### src/rtl/uart_pkg.sv
// Shared types, divisor arithmetic and parameter legality for the UART FIFO transceiver.
package uart_pkg;

    typedef logic [2:0] tx_state_e;
    localparam tx_state_e TxIdle   = 3'd0;
    localparam tx_state_e TxStart  = 3'd1;
    localparam tx_state_e TxData   = 3'd2;
    localparam tx_state_e TxParity = 3'd3;
    localparam tx_state_e TxStop   = 3'd4;

    typedef logic [2:0] rx_state_e;
    localparam rx_state_e RxIdle   = 3'd0;
    localparam rx_state_e RxStart  = 3'd1;
    localparam rx_state_e RxData   = 3'd2;
    localparam rx_state_e RxParity = 3'd3;
    localparam rx_state_e RxStop   = 3'd4;

    // Rounded clock cycles per bit.
    function automatic int unsigned calc_div(input int unsigned clk_freq,
                                             input int unsigned baud);
        return (clk_freq + baud / 2) / baud;
    endfunction

    function automatic int unsigned level_w(input int unsigned depth);
        return $clog2(depth) + 1;
    endfunction

    function automatic bit params_ok(input int unsigned data_bits, input int unsigned stop_bits,
                                     input int unsigned depth, input int unsigned div);
        return (data_bits >= 5) && (data_bits <= 9) && (stop_bits == 1 || stop_bits == 2) &&
               (depth >= 2) && ((depth & (depth - 1)) == 0) && (div >= 4);
    endfunction

endpackage

### src/rtl/uart_fifo_xcvr_fifo.sv
// Show-ahead synchronous FIFO; head entry is visible on rdata_o while not empty.
module sync_fifo #(
    parameter int unsigned WIDTH = 8,
    parameter int unsigned DEPTH = 16
) (
    input  logic                    core_clk,
    input  logic                    core_rst_n,
    input  logic                    push_i,
    input  logic [WIDTH-1:0]        wdata_i,
    output logic                    full_o,
    input  logic                    pop_i,
    output logic [WIDTH-1:0]        rdata_o,
    output logic                    empty_o,
    output logic [$clog2(DEPTH):0]  level_o
);
    localparam int unsigned PtrW = $clog2(DEPTH);

    logic [WIDTH-1:0] mem_q [DEPTH];
    logic [PtrW-1:0]  wptr_q, rptr_q;
    logic [PtrW:0]    level_q;
    logic             do_push, do_pop;

    assign full_o  = (level_q == (PtrW + 1)'(DEPTH));
    assign empty_o = (level_q == '0);
    assign do_push = push_i & ~full_o;
    assign do_pop  = pop_i & ~empty_o;
    assign rdata_o = mem_q[rptr_q];
    assign level_o = level_q;

    always_ff @(posedge core_clk) begin
        if (do_push) mem_q[wptr_q] <= wdata_i;
    end

    // Pointers wrap naturally because DEPTH is a power of two.
    always_ff @(posedge core_clk or negedge core_rst_n) begin
        if (!core_rst_n) begin
            wptr_q  <= '0;
            rptr_q  <= '0;
            level_q <= '0;
        end else begin
            if (do_push) wptr_q <= wptr_q + 1'b1;
            if (do_pop)  rptr_q <= rptr_q + 1'b1;
            unique case ({do_push, do_pop})
                2'b10:   level_q <= level_q + 1'b1;
                2'b01:   level_q <= level_q - 1'b1;
                default: level_q <= level_q;
            endcase
        end
    end

endmodule

### src/rtl/uart_fifo_xcvr.sv
// Parametrised UART transceiver with TX/RX FIFOs and per-byte / per-event line error reporting.
module uart_fifo_xcvr
    import uart_pkg::*;
#(
    parameter int unsigned CLK_FREQ   = 25_000_000,
    parameter int unsigned BAUDRATE   = 115200,
    parameter int unsigned DATA_BITS  = 8,
    parameter int unsigned PARITY_EN  = 0,
    parameter int unsigned PARITY_ODD = 0,
    parameter int unsigned STOP_BITS  = 1,
    parameter int unsigned FIFO_DEPTH = 16
) (
    input  logic                              core_clk,
    input  logic                              core_rst_n,
    input  logic [DATA_BITS-1:0]              tx_data_i,
    input  logic                              tx_valid_i,
    output logic                              tx_ready_o,
    output logic [DATA_BITS-1:0]              rx_data_o,
    output logic                              rx_parity_err_o,
    output logic                              rx_valid_o,
    input  logic                              rx_ready_i,
    output logic                              rx_frame_err_o,
    output logic                              rx_overrun_o,
    output logic [level_w(FIFO_DEPTH)-1:0]    tx_level_o,
    output logic [level_w(FIFO_DEPTH)-1:0]    rx_level_o,
    output logic                              tx_busy_o,
    output logic                              ser_tx,
    input  logic                              ser_rx
);
    localparam int unsigned DIV  = calc_div(CLK_FREQ, BAUDRATE);
    localparam int unsigned CntW = $clog2(STOP_BITS * DIV);
    localparam int unsigned BitW = $clog2(DATA_BITS);
    localparam logic        ParEn  = (PARITY_EN != 0);
    localparam logic        ParOdd = (PARITY_ODD != 0);

    if (!params_ok(DATA_BITS, STOP_BITS, FIFO_DEPTH, DIV)) begin : g_param_check
        $fatal(1, "uart_fifo_xcvr: illegal parameter set");
    end

    // ---------------- TX ----------------
    logic                 tx_full, tx_empty, tx_pop, tx_load;
    logic [DATA_BITS-1:0] tx_rdata;
    tx_state_e            tx_state_q, tx_state_d;
    logic [CntW-1:0]      tx_cnt_q, tx_cnt_d;
    logic [BitW-1:0]      tx_bit_q, tx_bit_d;
    logic [DATA_BITS-1:0] tx_shift_q, tx_shift_d;
    logic                 tx_par_q, tx_par_d, ser_tx_q, ser_tx_d;

    sync_fifo #(.WIDTH(DATA_BITS), .DEPTH(FIFO_DEPTH)) u_tx_fifo (
        .core_clk   (core_clk),
        .core_rst_n (core_rst_n),
        .push_i     (tx_valid_i),
        .wdata_i    (tx_data_i),
        .full_o     (tx_full),
        .pop_i      (tx_pop),
        .rdata_o    (tx_rdata),
        .empty_o    (tx_empty),
        .level_o    (tx_level_o)
    );

    assign tx_ready_o = ~tx_full;
    assign tx_busy_o  = (tx_state_q != TxIdle);
    assign ser_tx     = ser_tx_q;

    always_comb begin
        tx_state_d = tx_state_q;
        tx_cnt_d   = tx_cnt_q + 1'b1;
        tx_bit_d   = tx_bit_q;
        tx_shift_d = tx_shift_q;
        tx_par_d   = tx_par_q;
        tx_load    = 1'b0;
        tx_pop     = 1'b0;
        ser_tx_d   = 1'b1;
        unique case (tx_state_q)
            TxIdle: begin
                tx_cnt_d = '0;
                tx_load  = ~tx_empty;
            end
            TxStart: begin
                ser_tx_d = 1'b0;
                if (tx_cnt_q == CntW'(DIV - 1)) begin
                    tx_state_d = TxData;
                    tx_cnt_d   = '0;
                    tx_bit_d   = '0;
                end
            end
            TxData: begin
                ser_tx_d = tx_shift_q[0];
                if (tx_cnt_q == CntW'(DIV - 1)) begin
                    tx_cnt_d   = '0;
                    tx_shift_d = tx_shift_q >> 1;
                    tx_bit_d   = tx_bit_q + 1'b1;
                    if (tx_bit_q == BitW'(DATA_BITS - 1)) tx_state_d = ParEn ? TxParity : TxStop;
                end
            end
            TxParity: begin
                ser_tx_d = tx_par_q;
                if (tx_cnt_q == CntW'(DIV - 1)) begin
                    tx_state_d = TxStop;
                    tx_cnt_d   = '0;
                end
            end
            TxStop: begin
                if (tx_cnt_q == CntW'(STOP_BITS * DIV - 1)) begin
                    tx_state_d = TxIdle;
                    tx_cnt_d   = '0;
                    tx_load    = ~tx_empty;
                end
            end
            default: tx_state_d = TxIdle;
        endcase
        // Loading straight from STOP gives back-to-back frames with no idle gap.
        if (tx_load) begin
            tx_pop     = 1'b1;
            tx_shift_d = tx_rdata;
            tx_par_d   = ^tx_rdata ^ ParOdd;
            tx_state_d = TxStart;
            tx_cnt_d   = '0;
        end
    end

    always_ff @(posedge core_clk or negedge core_rst_n) begin
        if (!core_rst_n) begin
            tx_state_q <= TxIdle;
            tx_cnt_q   <= '0;
            tx_bit_q   <= '0;
            tx_shift_q <= '0;
            tx_par_q   <= 1'b0;
            ser_tx_q   <= 1'b1;
        end else begin
            tx_state_q <= tx_state_d;
            tx_cnt_q   <= tx_cnt_d;
            tx_bit_q   <= tx_bit_d;
            tx_shift_q <= tx_shift_d;
            tx_par_q   <= tx_par_d;
            ser_tx_q   <= ser_tx_d;
        end
    end

    // ---------------- RX ----------------
    logic                 rx_s1_q, rx_s2_q, rx_prev_q;
    rx_state_e            rx_state_q, rx_state_d;
    logic [CntW-1:0]      rx_cnt_q, rx_cnt_d;
    logic [BitW-1:0]      rx_bit_q, rx_bit_d;
    logic [DATA_BITS-1:0] rx_shift_q, rx_shift_d;
    logic                 rx_par_q, rx_par_d, rx_tick, rx_push, rx_full, rx_empty, rx_perr;
    logic                 frame_err_q, frame_err_d, overrun_q, overrun_d;
    logic [DATA_BITS:0]   rx_rdata;

    sync_fifo #(.WIDTH(DATA_BITS + 1), .DEPTH(FIFO_DEPTH)) u_rx_fifo (
        .core_clk   (core_clk),
        .core_rst_n (core_rst_n),
        .push_i     (rx_push),
        .wdata_i    ({rx_perr, rx_shift_q}),
        .full_o     (rx_full),
        .pop_i      (rx_ready_i),
        .rdata_o    (rx_rdata),
        .empty_o    (rx_empty),
        .level_o    (rx_level_o)
    );

    assign rx_data_o       = rx_rdata[DATA_BITS-1:0];
    assign rx_parity_err_o = rx_rdata[DATA_BITS];
    assign rx_valid_o      = ~rx_empty;
    assign rx_frame_err_o  = frame_err_q;
    assign rx_overrun_o    = overrun_q;
    assign rx_perr         = ParEn & (^rx_shift_q ^ rx_par_q ^ ParOdd);
    // Start bit is checked half a bit in; every later sample is a full bit after the previous.
    assign rx_tick = (rx_cnt_q == ((rx_state_q == RxStart) ? CntW'(DIV / 2 - 1) : CntW'(DIV - 1)));

    always_comb begin
        rx_state_d  = rx_state_q;
        rx_cnt_d    = rx_cnt_q + 1'b1;
        rx_bit_d    = rx_bit_q;
        rx_shift_d  = rx_shift_q;
        rx_par_d    = rx_par_q;
        rx_push     = 1'b0;
        frame_err_d = 1'b0;
        overrun_d   = 1'b0;
        unique case (rx_state_q)
            RxIdle: begin
                rx_cnt_d = '0;
                if (rx_prev_q && !rx_s2_q) rx_state_d = RxStart;
            end
            RxStart: begin
                if (rx_tick) begin
                    rx_cnt_d   = '0;
                    rx_bit_d   = '0;
                    rx_state_d = rx_s2_q ? RxIdle : RxData;
                end
            end
            RxData: begin
                if (rx_tick) begin
                    rx_cnt_d   = '0;
                    rx_shift_d = {rx_s2_q, rx_shift_q[DATA_BITS-1:1]};
                    rx_bit_d   = rx_bit_q + 1'b1;
                    if (rx_bit_q == BitW'(DATA_BITS - 1)) rx_state_d = ParEn ? RxParity : RxStop;
                end
            end
            RxParity: begin
                if (rx_tick) begin
                    rx_cnt_d   = '0;
                    rx_par_d   = rx_s2_q;
                    rx_state_d = RxStop;
                end
            end
            RxStop: begin
                if (rx_tick) begin
                    rx_cnt_d   = '0;
                    rx_state_d = RxIdle;
                    if (!rx_s2_q)     frame_err_d = 1'b1;
                    else if (rx_full) overrun_d   = 1'b1;
                    else              rx_push     = 1'b1;
                end
            end
            default: rx_state_d = RxIdle;
        endcase
    end

    always_ff @(posedge core_clk or negedge core_rst_n) begin
        if (!core_rst_n) begin
            rx_s1_q     <= 1'b1;
            rx_s2_q     <= 1'b1;
            rx_prev_q   <= 1'b1;
            rx_state_q  <= RxIdle;
            rx_cnt_q    <= '0;
            rx_bit_q    <= '0;
            rx_shift_q  <= '0;
            rx_par_q    <= 1'b0;
            frame_err_q <= 1'b0;
            overrun_q   <= 1'b0;
        end else begin
            rx_s1_q     <= ser_rx;
            rx_s2_q     <= rx_s1_q;
            rx_prev_q   <= rx_s2_q;
            rx_state_q  <= rx_state_d;
            rx_cnt_q    <= rx_cnt_d;
            rx_bit_q    <= rx_bit_d;
            rx_shift_q  <= rx_shift_d;
            rx_par_q    <= rx_par_d;
            frame_err_q <= frame_err_d;
            overrun_q   <= overrun_d;
        end
    end

endmodule

### config.mk
export PLATFORM = sky130hd
export DESIGN_NAME = uart_fifo_xcvr
export DESIGN_NICKNAME = d
export VERILOG_FILES = /design/src/rtl/uart_pkg.sv /design/src/rtl/uart_fifo_xcvr_fifo.sv /design/src/rtl/uart_fifo_xcvr.sv
export SDC_FILE = /design/constraint.sdc
export NUM_CORES = 1
export LEC_CHECK = 0
export CORE_ASPECT_RATIO = 0.5
export CORE_UTILIZATION = 55
export DETAILED_ROUTE_END_ITERATION = 8
export PLACE_DENSITY = 0.76
export SYNTH_ARGS = -nofsm -noshare
export SYNTH_HDL_FRONTEND = slang
export SYNTH_SLANG_ARGS = --single-unit
### constraint.sdc
create_clock -name core_clk -period 2.8 [get_ports core_clk]
set_clock_uncertainty 0.05 [all_clocks]
set_input_delay 0.56 -clock core_clk [delete_from_list [all_inputs] [get_ports core_clk]]
set_output_delay 0.56 -clock core_clk [all_outputs]
set_load 0.02 [all_outputs]
==> results.ini, run 1 <==
[route]
viasPerCell=5.77
routed-via-count=7005
drt_iter0_drc=552
route.detailed.drc=0
drt-pass1-iter-count=5
post_drt_wl_per_cell_um=22.1
drt-total-wl_mm=26.9
postRouteAntennaNets=0

[power]
ir_worst_vdd_mv=0.545
p_per_area_nw_per_um2=753
p_leak_nw=5.27

[setup_path]
reg2reg_from=tx_cnt_q[5]$_DFF_PN0_
timing.rr.end=u_tx_fifo.level_o[4]$_DFFE_PN0P_
setup.worst_path.class=reg2out
path_max_fanout=6
worst-r2r-cell-count=12
crit_path_end_kind=primary output
cpPeakStageDelay_ps=500
arrival_ps=2440
cp-startpoint=u_rx_fifo.rptr_q[0]$_DFFE_PN0P_
r2r_slack_ps=170
critPathLaunchType=flop
path_cells=buf_6 -> buf_16 -> mux4_2 -> mux4_2 -> buf_6
worstSetupEndpoint=rx_data_o[6]
cpMaxStageDelayCell=mux4_2
worstPathRequired_ps=2190

[grt]
grt_max_degree=74
grt_pass1_vias=7216
overflow=0
grt_pass1_wl_mm=41.1
track_usage_pct=21.7
antenna_found_initial=0

[placed_design]
place_inst=1159
gp_congestion=0.810
dp_slack_ps=-43.2
portBuffers=36
dpl.hpwl_mm=16.2

[clock_network]
root_buffer=clkbuf_16
cts.hold.buffers_added=0
cts_buffers=27
worstSkewPairLatency_ps=550
clkSinkCount=333
cts.clk_slew.worst_paths_ps=70
cts.path.max_buffers=3
htree_levels=1
cts_tree=done

[synth]
yosys_warnings=0
async_reset_ff_share_pct=23.1
avgSynthCellArea_um2=17.7
netlist_area_um2=13700
ys_seq_area_share_pct=70.4
synthFlopType=edfxtp_1
syn_inst=772
synth_nets=812
synth_edf_count=256
synth.distinct_cells=46
ys_ff_latch=333

[sta]
finalWorstSetupSlack_ps=-253
rsz0062_at_grt=yes
finalHoldViolCount=0
finalMaxSlewViolations=0
setup_viol=8
fmax_ghz=0.328
fin_crit_sh_pct=109
relSlewSlack_pct=38.2
fin_crit_ps=3050
worstMarginPinSlew_ps=927

[die]
coreArea_um2=24200
fp.dieW_um=225
dieHeight_um=113
fp-row-count=40
pin_count=38
start_util_pct=56.5
dieArea_um2=25500

[finish]
drive_above_1_share_pct=23.4
fin_nets=900
fillers=1613
instances_no_fill=1215
area_growth_pct=15.1
n_antenna_cell=0

[flow_run]
maxCapViolations=0

[status]
status=finished, violations left
violations=setup timing

[min_path]
hold_path.class=in2async

==> report_power, final <==
| group | total [mW] | leakage [nW] | internal (mW) | switching [mW] |
|---|---|---|---|---|
| sequential | 5.95 | 3.01 | 5.66 | 0.285 |
| combinational | 2.02 | 1.83 | 0.987 | 1.04 |
| clock | 3.88 | 0.432 | 2.15 | 1.73 |
| total | 11.8 | 5.27 | 8.80 | 3.05 |
==> stage by stage <==
step | TNS (ps) | hold WS [ps] | area, um^2 | total power, mW | util (%)
2_1_floorplan | -35.3 | 214 | 13700 | 7.22 | -
3_3_place_gp | -17.9 | 321 | 14700 | 7.84 | 60.9
3_5_place_dp | -137 | 323 | 14700 | 7.92 | 60.9
4_1_cts | -1860 | 120 | 15800 | 12.0 | 65.2
5_1_grt | -2140 | 165 | 15700 | 12.3 | 65.1
6_report | -1690 | 105 | 15700 | 11.8 | 65.1
==> placed cells by master, fill, tap and decap left out, types with 3 or more instances in the layout <==
master and n:
a21o_1 4, a21oi_1 8, a22o_1 9, a22oi_1 19
and2_1 4, and3_1 5, buf_12 4, buf_4 54
buf_6 12, bufinv_16 4, clkbuf_1 4, clkbuf_16 27
clkdlybuf4s50_1 27, clkinv_1 3, clkinv_2 5, dfrtp_1 69
dfrtp_2 4, dfstp_2 4, edfxtp_1 256, ha_1 23
inv_1 14, inv_6 3, mux2_2 14, mux2i_1 7
mux4_1 11, mux4_2 61, nand2_1 49, nand2b_1 6
nand3_1 12, nand4_1 4, nor2_1 54, nor2b_1 4
nor3_1 11, o21ai_0 15, xnor2_1 24, xor2_1 17
==> cells by family (layout without fill, tap and decap cells) <==
logic type | count (synthesis) | in the layout | synth area share [%]
adders and majority gates | 28 | 28 | 2.65
and+or+nand+nor | 162 | 162 | 5.47
DFF | 333 | 333 | 70.4
muxes | 93 | 93 | 13.8
buffers and inverters | 54 | 161 | 2.09
AOI/OAI and AO/OA | 60 | 60 | 2.91
xor gates and xnor gates | 41 | 41 | 2.63
other | 1 | 1 | 0.0274
==> synth_stat cells (all sizes together), types with 2 or more instances <==
cell type,count,area (um^2)
edfxtp,256,7690
a22oi,19,143
nand2b,6,37.5
nand4,4,25.0
dfrtp,73,1830
clkdlybuf4s25,3,30.0
mux2,14,158
ha,25,313
clkbuf,16,60.1
nor4b,3,26.3
nand3,12,60.1
nor3,11,55.1
a22o,9,78.8
nor4,2,12.5
o21ai,16,80.1
or3,2,12.5
buf,21,143
xnor2,24,210
dfstp,4,105
a21oi,9,45.0
nor2,54,203
a31oi,2,12.5
and2,4,25.0
mux2i,7,70.1
nor3b,2,15.0
and3,5,31.3
nor2b,4,25.0
inv,14,52.6
fa,2,40.0
a21o,4,30.0
xor2,17,149
mux4,72,1660
nand2,49,184
==> sequential cells by signal, summed over array words and instances, names as in the netlist, 3 cells and up <==
signal	cells
u_tx_fifo.mem_q	128
u_tx_fifo.level_o	5
u_tx_fifo.rptr_q	4
tx_shift_q	8
u_rx_fifo.wptr_q	4
tx_cnt_q	8
tx_bit_q	3
rx_state_q	3
rx_shift_q	8
rx_cnt_q	8
u_tx_fifo.wptr_q	4
u_rx_fifo.mem_q	128
rx_bit_q	3
u_rx_fifo.level_o	5
tx_state_q	3
u_rx_fifo.rptr_q	4
==> metal layers <==
layer  GRT usage, %  routed length [um]  share of wire [%]  vias to the layer above
met1           29.4               11200                 42                     3622
met3           3.76                1430                5.3                       30
met4           4.31                 422                1.6                        0
li1               -                   -                  -                     3151
met2           37.8               13800                 51                      202
met5              0                   0                  0                        -
==> area by class of cell <==
cell class                      count  area [um^2]  share of cell area (%)
Timing Repair Buffer               99          946                    6.01
Multi-Input combinational cell    385         3800                    24.2
Sequential cell                   333         9620                    61.2
Clock inverter                     17          198                    1.26
Tap cell                          336          420                    2.67
Inverter                           14         52.6                   0.334
Clock buffer                       31          691                    4.39
==> worst min path at each step <==
stage                 startpoint                          endpoint  slack, ps  depth (start not counted)
3_3_place_gp   rx_s1_q$_DFF_PN1_                 rx_s2_q$_DFF_PN1_        320                          0
5_1_grt               core_rst_n  u_rx_fifo.level_o[4]$_DFFE_PN0P_        170                          1
3_5_place_dp   rx_s1_q$_DFF_PN1_                 rx_s2_q$_DFF_PN1_        320                          0
6_report              core_rst_n   u_rx_fifo.rptr_q[1]$_DFFE_PN0P_        110                          1
2_1_floorplan         core_rst_n           rx_bit_q[0]$_DFFE_PN0P_        210                          0
4_1_cts               core_rst_n         rx_shift_q[0]$_DFFE_PN0P_        120                          1
==> timing repair <==
action	in CTS	in global routing
setup endpoints to repair	8	10
endpoints found under the hold margin	0	0
gates cloned	3	0
resized for setup	55	2
setup buffers	4	3
pin swaps	0	1
==> worst max-delay path, delay by kind of cell, from the launching register on <==
| kind | cells | cell delay [ps] |
|---|---|---|
| multiplexers | 2 | 990 |
| buffers and inverters | 3 | 440 |
| flip-flops | 1 | 440 |
Power figures use the tool's default switching activity.
==> inputs of run 2 (changes only) <==
--- a/config.mk
+++ b/config.mk
@@ -9,6 +9,7 @@
 export CORE_UTILIZATION = 55
 export DETAILED_ROUTE_END_ITERATION = 8
 export PLACE_DENSITY = 0.76
+export RECOVER_POWER = 100
 export SYNTH_ARGS = -nofsm -noshare
 export SYNTH_HDL_FRONTEND = slang
 export SYNTH_SLANG_ARGS = --single-unit
==> run 2 against run 1 <==
  * The flow finishes with violations (capacitance limit, slew limit, setup timing)
  * Final cell count unchanged
  * Register-to-register slack got worse by 190 ps
  * First-iteration DRC count grew 11%
  * Core utilization is 0.75 points lower
  * Critical endpoint unchanged
==> results.ini, run 2 (same netlist as run 1, synthesis figures left out) <==
[setup_path]
timing.rr.end=u_tx_fifo.level_o[4]$_DFFE_PN0P_
cpMaxStageDelayCell=mux4_2
r2r_slack_ps=-20
cpPeakStageDelay_ps=510
path_cells=buf_6 -> buf_16 -> mux4_2 -> mux4_2 -> buf_6
crit_path_end_kind=primary output
path_max_fanout=6
worst-r2r-cell-count=13
worstPathRequired_ps=2190
arrival_ps=2450
critPathLaunchType=flop
setup.worst_path.class=reg2out
reg2reg_from=u_tx_fifo.level_o[0]$_DFFE_PN0P_

[power]
ir_worst_vdd_mv=0.543
p_per_area_nw_per_um2=756
p_comb_share_pct=16.6
p_clk_share_pct=33.0
p_int_mw=8.73
switching_share_pct=25.8
pwr-share-seq_pct=50.5
fin_total_pwr_mw=11.8
p_sw_mw=3.03
p_leak_nw=5.17

[placed_design]
portBuffers=36
dpl.hpwl_mm=16.2
dp_slack_ps=-43.2
post_dp_cell_area_um2=14700
gp_congestion=0.810

[die]
fp-row-count=40
fp.dieW_um=225
dieHeight_um=113
coreArea_um2=24200
start_util_pct=56.5
pin_count=38
dieArea_um2=25500

[clock_network]
cts_tree=done
cts_buffers=27
clkSinkCount=333
htree_levels=1
worstSkewPairLatency_ps=550
cts.hold.buffers_added=0
cts.clk_slew.worst_paths_ps=70
root_buffer=clkbuf_16
cts.path.max_buffers=3

[finish]
fin_nets=900
final_cell_mix=256 x edfxtp_1, 70 x dfrtp_1, 61 x mux4_2
area_growth_pct=13.8
layout_commonest_cell=edfxtp_1
n_antenna_cell=0
fillers=1661
seq_area_um2=9620
multi_input_area_um2=3770
reg_top3=u_rx_fifo.mem_q: 128 flops, u_tx_fifo.mem_q: 128 flops
design_area_um2=15600
drive_above_1_share_pct=19.3

[route]
postRouteAntennaNets=0
post_drt_wl_per_cell_um=22.0
viasPerCell=5.75
routed-via-count=6985
drt-total-wl_mm=26.7
drt_iter0_drc=612
route.detailed.drc=0
drt-pass1-iter-count=5

[grt]
overflow=0
antenna_found_initial=0
grt_pass1_vias=7216
grt_max_degree=74
grt_pass1_wl_mm=41.1
track_usage_pct=21.7

[sta]
fmax_ghz=0.326
finalMaxSlewViolations=74
relSlewSlack_pct=-20.8
finalWorstSetupSlack_ps=-263
rsz0062_at_grt=yes
setup_viol=9
finalHoldViolCount=0
worstMarginPinSlew_ps=1810
fin_crit_sh_pct=109
fin_crit_ps=3060

[min_path]
min_path_cells=0
min_to=rx_s2_q$_DFF_PN1_
hp-start=rx_s1_q$_DFF_PN1_
hold_path.class=reg2reg

[status]
violations=capacitance limit, slew limit, setup timing
status=finished, violations left

[flow_run]
maxCapViolations=1

==> run 2: cell count changes in the layout (fill, tap and decap cells not counted), moves of 2 or more <==
| cell | previous run | this run |
|---|---|---|
| and2_0 | 0 | 3 |
| nor4_2 | 2 | 0 |
| buf_4 | 54 | 11 |
| nor4_1 | 0 | 2 |
| ha_1 | 23 | 25 |
| ha_2 | 2 | 0 |
| and2_1 | 4 | 1 |
| clkdlybuf4s50_1 | 27 | 5 |
| clkbuf_2 | 0 | 17 |
| dlygate4sd3_1 | 0 | 22 |
| clkbuf_1 | 4 | 29 |
==> run 2: worst max-delay path by stage <==
stage / startpoint / endpoint / slack [ps] / cells past startpoint
6_report: u_rx_fifo.rptr_q[0]$_DFFE_PN0P_ / rx_data_o[6] / -260 / 5
4_1_cts: u_rx_fifo.rptr_q[0]$_DFFE_PN0P_ / rx_data_o[7] / -250 / 5
2_1_floorplan: tx_cnt_q[0]$_DFF_PN0_ / u_tx_fifo.level_o[4]$_DFFE_PN0P_ / -40 / 16
5_1_grt: u_rx_fifo.rptr_q[0]$_DFFE_PN0P_ / rx_data_o[6] / -300 / 5
3_5_place_dp: u_rx_fifo.rptr_q[0]$_DFFE_PN0P_ / rx_data_o[7] / -40 / 4
3_3_place_gp: u_rx_fifo.rptr_q[0]$_DFFE_PN0P_ / rx_data_o[7] / -10 / 4
==> run 2: layout make-up <==
cell class / instances / area share [%]
Clock buffer: 31 / 4.44
Sequential cell: 333 / 61.9
Multi-Input combinational cell: 385 / 24.2
Clock inverter: 17 / 1.27
Timing Repair Buffer: 99 / 5.15
Inverter: 14 / 0.338
Tap cell: 336 / 2.70
==> run 2: power groups by stage <==
stage | clock (mW) | sequential (mW) | combinational [mW]
after floorplan | 0 | 6.01 | 1.21
after global placement | 0 | 6.02 | 1.82
after detailed placement | 0 | 6.04 | 1.88
after CTS | 3.95 | 5.94 | 2.11
after global routing | 4.13 | 5.97 | 2.13
final | 3.88 | 5.93 | 1.95
==> run 2: timing repair <==
action,4_1_cts,5_1_grt
cloned,3,0
endpoints found under the setup margin,8,10
pin swaps,0,1
gates resized for setup,55,2
buffers inserted,4,3
==> run 2: per-stage QoR <==
stage	setup TNS, ps	hold WS [ps]	utilization, %	instances
after floorplan	-35.3	214	-	772
after global placement	-17.9	321	60.9	1159
after detailed placement	-137	323	60.9	1159
after CTS	-1860	120	65.2	1214
after global routing	-2490	343	64.3	1215
final	-1720	337	64.3	1215
==> run 2: critical path: cells and delay by family (launching register included) <==
family	cells	cell delay (ps)
mux	2	1010
flops	1	440
buf+inv	3	440
==> run 2: routing by layer <==
| layer | part of all wire (%) | GRT usage [%] | wire length (um) | vias to the layer above |
|---|---|---|---|---|
| met4 | 1.7 | 4.31 | 453 | 0 |
| li1 | - | - | - | 3156 |
| met2 | 51 | 37.8 | 13700 | 195 |
| met5 | 0 | 0 | 0 | - |
| met3 | 5.5 | 3.76 | 1470 | 33 |
| met1 | 42 | 29.4 | 11100 | 3601 |
==> inputs of run 3 (changes only) <==
--- a/config.mk
+++ b/config.mk
@@ -7,9 +7,11 @@
 export LEC_CHECK = 0
 export CORE_ASPECT_RATIO = 0.5
 export CORE_UTILIZATION = 55
+export CTS_CLUSTER_SIZE = 40
 export DETAILED_ROUTE_END_ITERATION = 8
 export PLACE_DENSITY = 0.76
 export RECOVER_POWER = 100
 export SYNTH_ARGS = -nofsm -noshare
 export SYNTH_HDL_FRONTEND = slang
 export SYNTH_SLANG_ARGS = --single-unit
+export TNS_END_PERCENT = 50
==> run 3 against run 2 <==
  * The run still ends with capacitance limit, slew limit, setup timing left
  * Via count down 0.39%
  * Non-clock buffer count down 3
  * Cell area about the same
  * Total power about the same
  * Worst setup slack better by 4.9 ps
  * Die area unchanged
  * Sequential power about the same
  * Count of clock-buffer cells in the layout unchanged
  * Clock power about the same
  * Worst hold slack better by 0.69 ps
  * Critical endpoint unchanged
  * Highest routed layer unchanged
==> results.ini, run 3 (same netlist as run 1, synthesis figures left out) <==
[status]
status=finished, violations left
violations=capacitance limit, slew limit, setup timing

[power]
pwr-share-seq_pct=50.5
p_leak_nw=5.15
p_int_mw=8.72
p_clk_share_pct=33.0
fin_total_pwr_mw=11.7
switching_share_pct=25.8
p_comb_share_pct=16.5
ir_worst_vdd_mv=0.543
p_sw_mw=3.03
p_per_area_nw_per_um2=756

[grt]
grt_max_degree=74
track_usage_pct=21.6
overflow=0
grt_pass1_wl_mm=41.0
antenna_found_initial=0
grt_pass1_vias=7243

[sta]
rsz0062_at_grt=yes
hold_slack_ps=338
worstMarginPinSlew_ps=1810
finalHoldViolCount=0
finalWorstSetupSlack_ps=-258
setup_viol=8
fin_crit_ps=3060
relSlewSlack_pct=-20.4
fin_tns_setup_ps=-1750
finalMaxSlewViolations=74
fin_crit_sh_pct=109
fmax_ghz=0.327

[flow_run]
maxCapViolations=1

[placed_design]
portBuffers=36
gp_congestion=0.810
dpl.hpwl_mm=16.2
place_inst=1159

[setup_path]
worstPathRequired_ps=2190
cpMaxStageDelayCell=mux4_2
setup.worst_path.class=reg2out
arrival_ps=2450
cp-startpoint=u_rx_fifo.rptr_q[0]$_DFFE_PN0P_
path_cells=buf_6 -> buf_16 -> mux4_2 -> mux4_2 -> buf_6
cpPeakStageDelay_ps=500
path_max_fanout=6
reg2reg_from=u_tx_fifo.level_o[0]$_DFFE_PN0P_
crit_path_end_kind=primary output
critPathLaunchType=flop

[route]
viasPerCell=5.74
route.detailed.drc=0
drt-total-wl_mm=26.6
drt_iter0_drc=541
routed-via-count=6958
drt-pass1-iter-count=5
post_drt_wl_per_cell_um=21.9
postRouteAntennaNets=0

[die]
coreArea_um2=24200
fp-row-count=40
pin_count=38
dieHeight_um=113
fp.dieW_um=225
start_util_pct=56.5
dieArea_um2=25500

[finish]
reg_top3=u_rx_fifo.mem_q: 128 flops, u_tx_fifo.mem_q: 128 flops
drive_above_1_share_pct=19.4
layout_commonest_cell=edfxtp_1
fillers=1664
area_growth_pct=13.7
fin_nets=897
instances_no_fill=1212
final_cell_mix=256 x edfxtp_1, 70 x dfrtp_1, 61 x mux4_2
n_antenna_cell=0

[min_path]
hold_path.class=reg2reg
hp-start=rx_s1_q$_DFF_PN1_

[clock_network]
cts_buffers=27
htree_levels=1
clkSinkCount=333
cts_tree=done
root_buffer=clkbuf_16
cts.clk_slew.worst_paths_ps=70
cts.path.max_buffers=3
worstSkewPairLatency_ps=550

[run 3: layout make-up]
class | instances | area, um^2 | area share [%]
repair buffers | 96 | 773 | 4.98
flip-flops and latches | 333 | 9620 | 61.9
clock buffers | 31 | 691 | 4.44
clock inverters | 17 | 198 | 1.27
multi-input cells | 385 | 3780 | 24.3
well taps | 336 | 420 | 2.71
inverters | 14 | 52.6 | 0.338
[run 3: per-layer routing]
| metal | part of all wire [%] | track usage, % | up-vias |
|---|---|---|---|
| met1 | 41 | 28.9 | 3567 |
| met2 | 51 | 37.6 | 211 |
| met4 | 1.7 | 4.54 | 0 |
| li1 | - | - | 3148 |
| met3 | 5.9 | 3.99 | 32 |
| met5 | 0 | 0 | - |
[run 3: metrics by stage]
step,worst slack [ps],instance area [um^2],util [%]
floorplan,-35.3,13700,-
finish,-258,15500,64.3
detailed placement,-43.2,14700,60.9
global route,-298,15500,64.3
global placement,-10.2,14700,60.9
CTS,-254,15700,65.1
[run 3: power groups by stage]
stage          sequential, mW  combinational, mW  clock (mW)
3_3_place_gp             6.02               1.82           0
3_5_place_dp             6.04               1.88           0
6_report                 5.94               1.94        3.87
2_1_floorplan            6.01               1.21           0
5_1_grt                  5.97               2.12        4.13
4_1_cts                  5.94               2.11        3.95
[run 3: critical path: cells and delay by family (launching register included)]
kind                   cells  cell delay, ps
flip-flops                 1             450
multiplexers               2             990
buffers and inverters      3             450
[run 3: worst paths after layout]
kind	to	slack, ps	depth (start not counted)
worst max-delay path	rx_data_o[6]	-260	5
worst min-delay path	rx_s2_q$_DFF_PN1_	340	0
max in group asynchronous	u_rx_fifo.level_o[0]$_DFFE_PN0P_	1060	1
min in group asynchronous	rx_shift_q[0]$_DFFE_PN0P_	420	1
worst min register to register	rx_s2_q$_DFF_PN1_	340	0
worst max register to register	u_tx_fifo.level_o[4]$_DFFE_PN0P_	0	13
[run 3: what timing repair did]
item,4_1_cts,5_1_grt
gates resized for setup,51,6
gates cloned,3,0
hold buffers,0,0
endpoints found under the setup margin,8,10
setup buffers,4,0
pin swaps,0,1
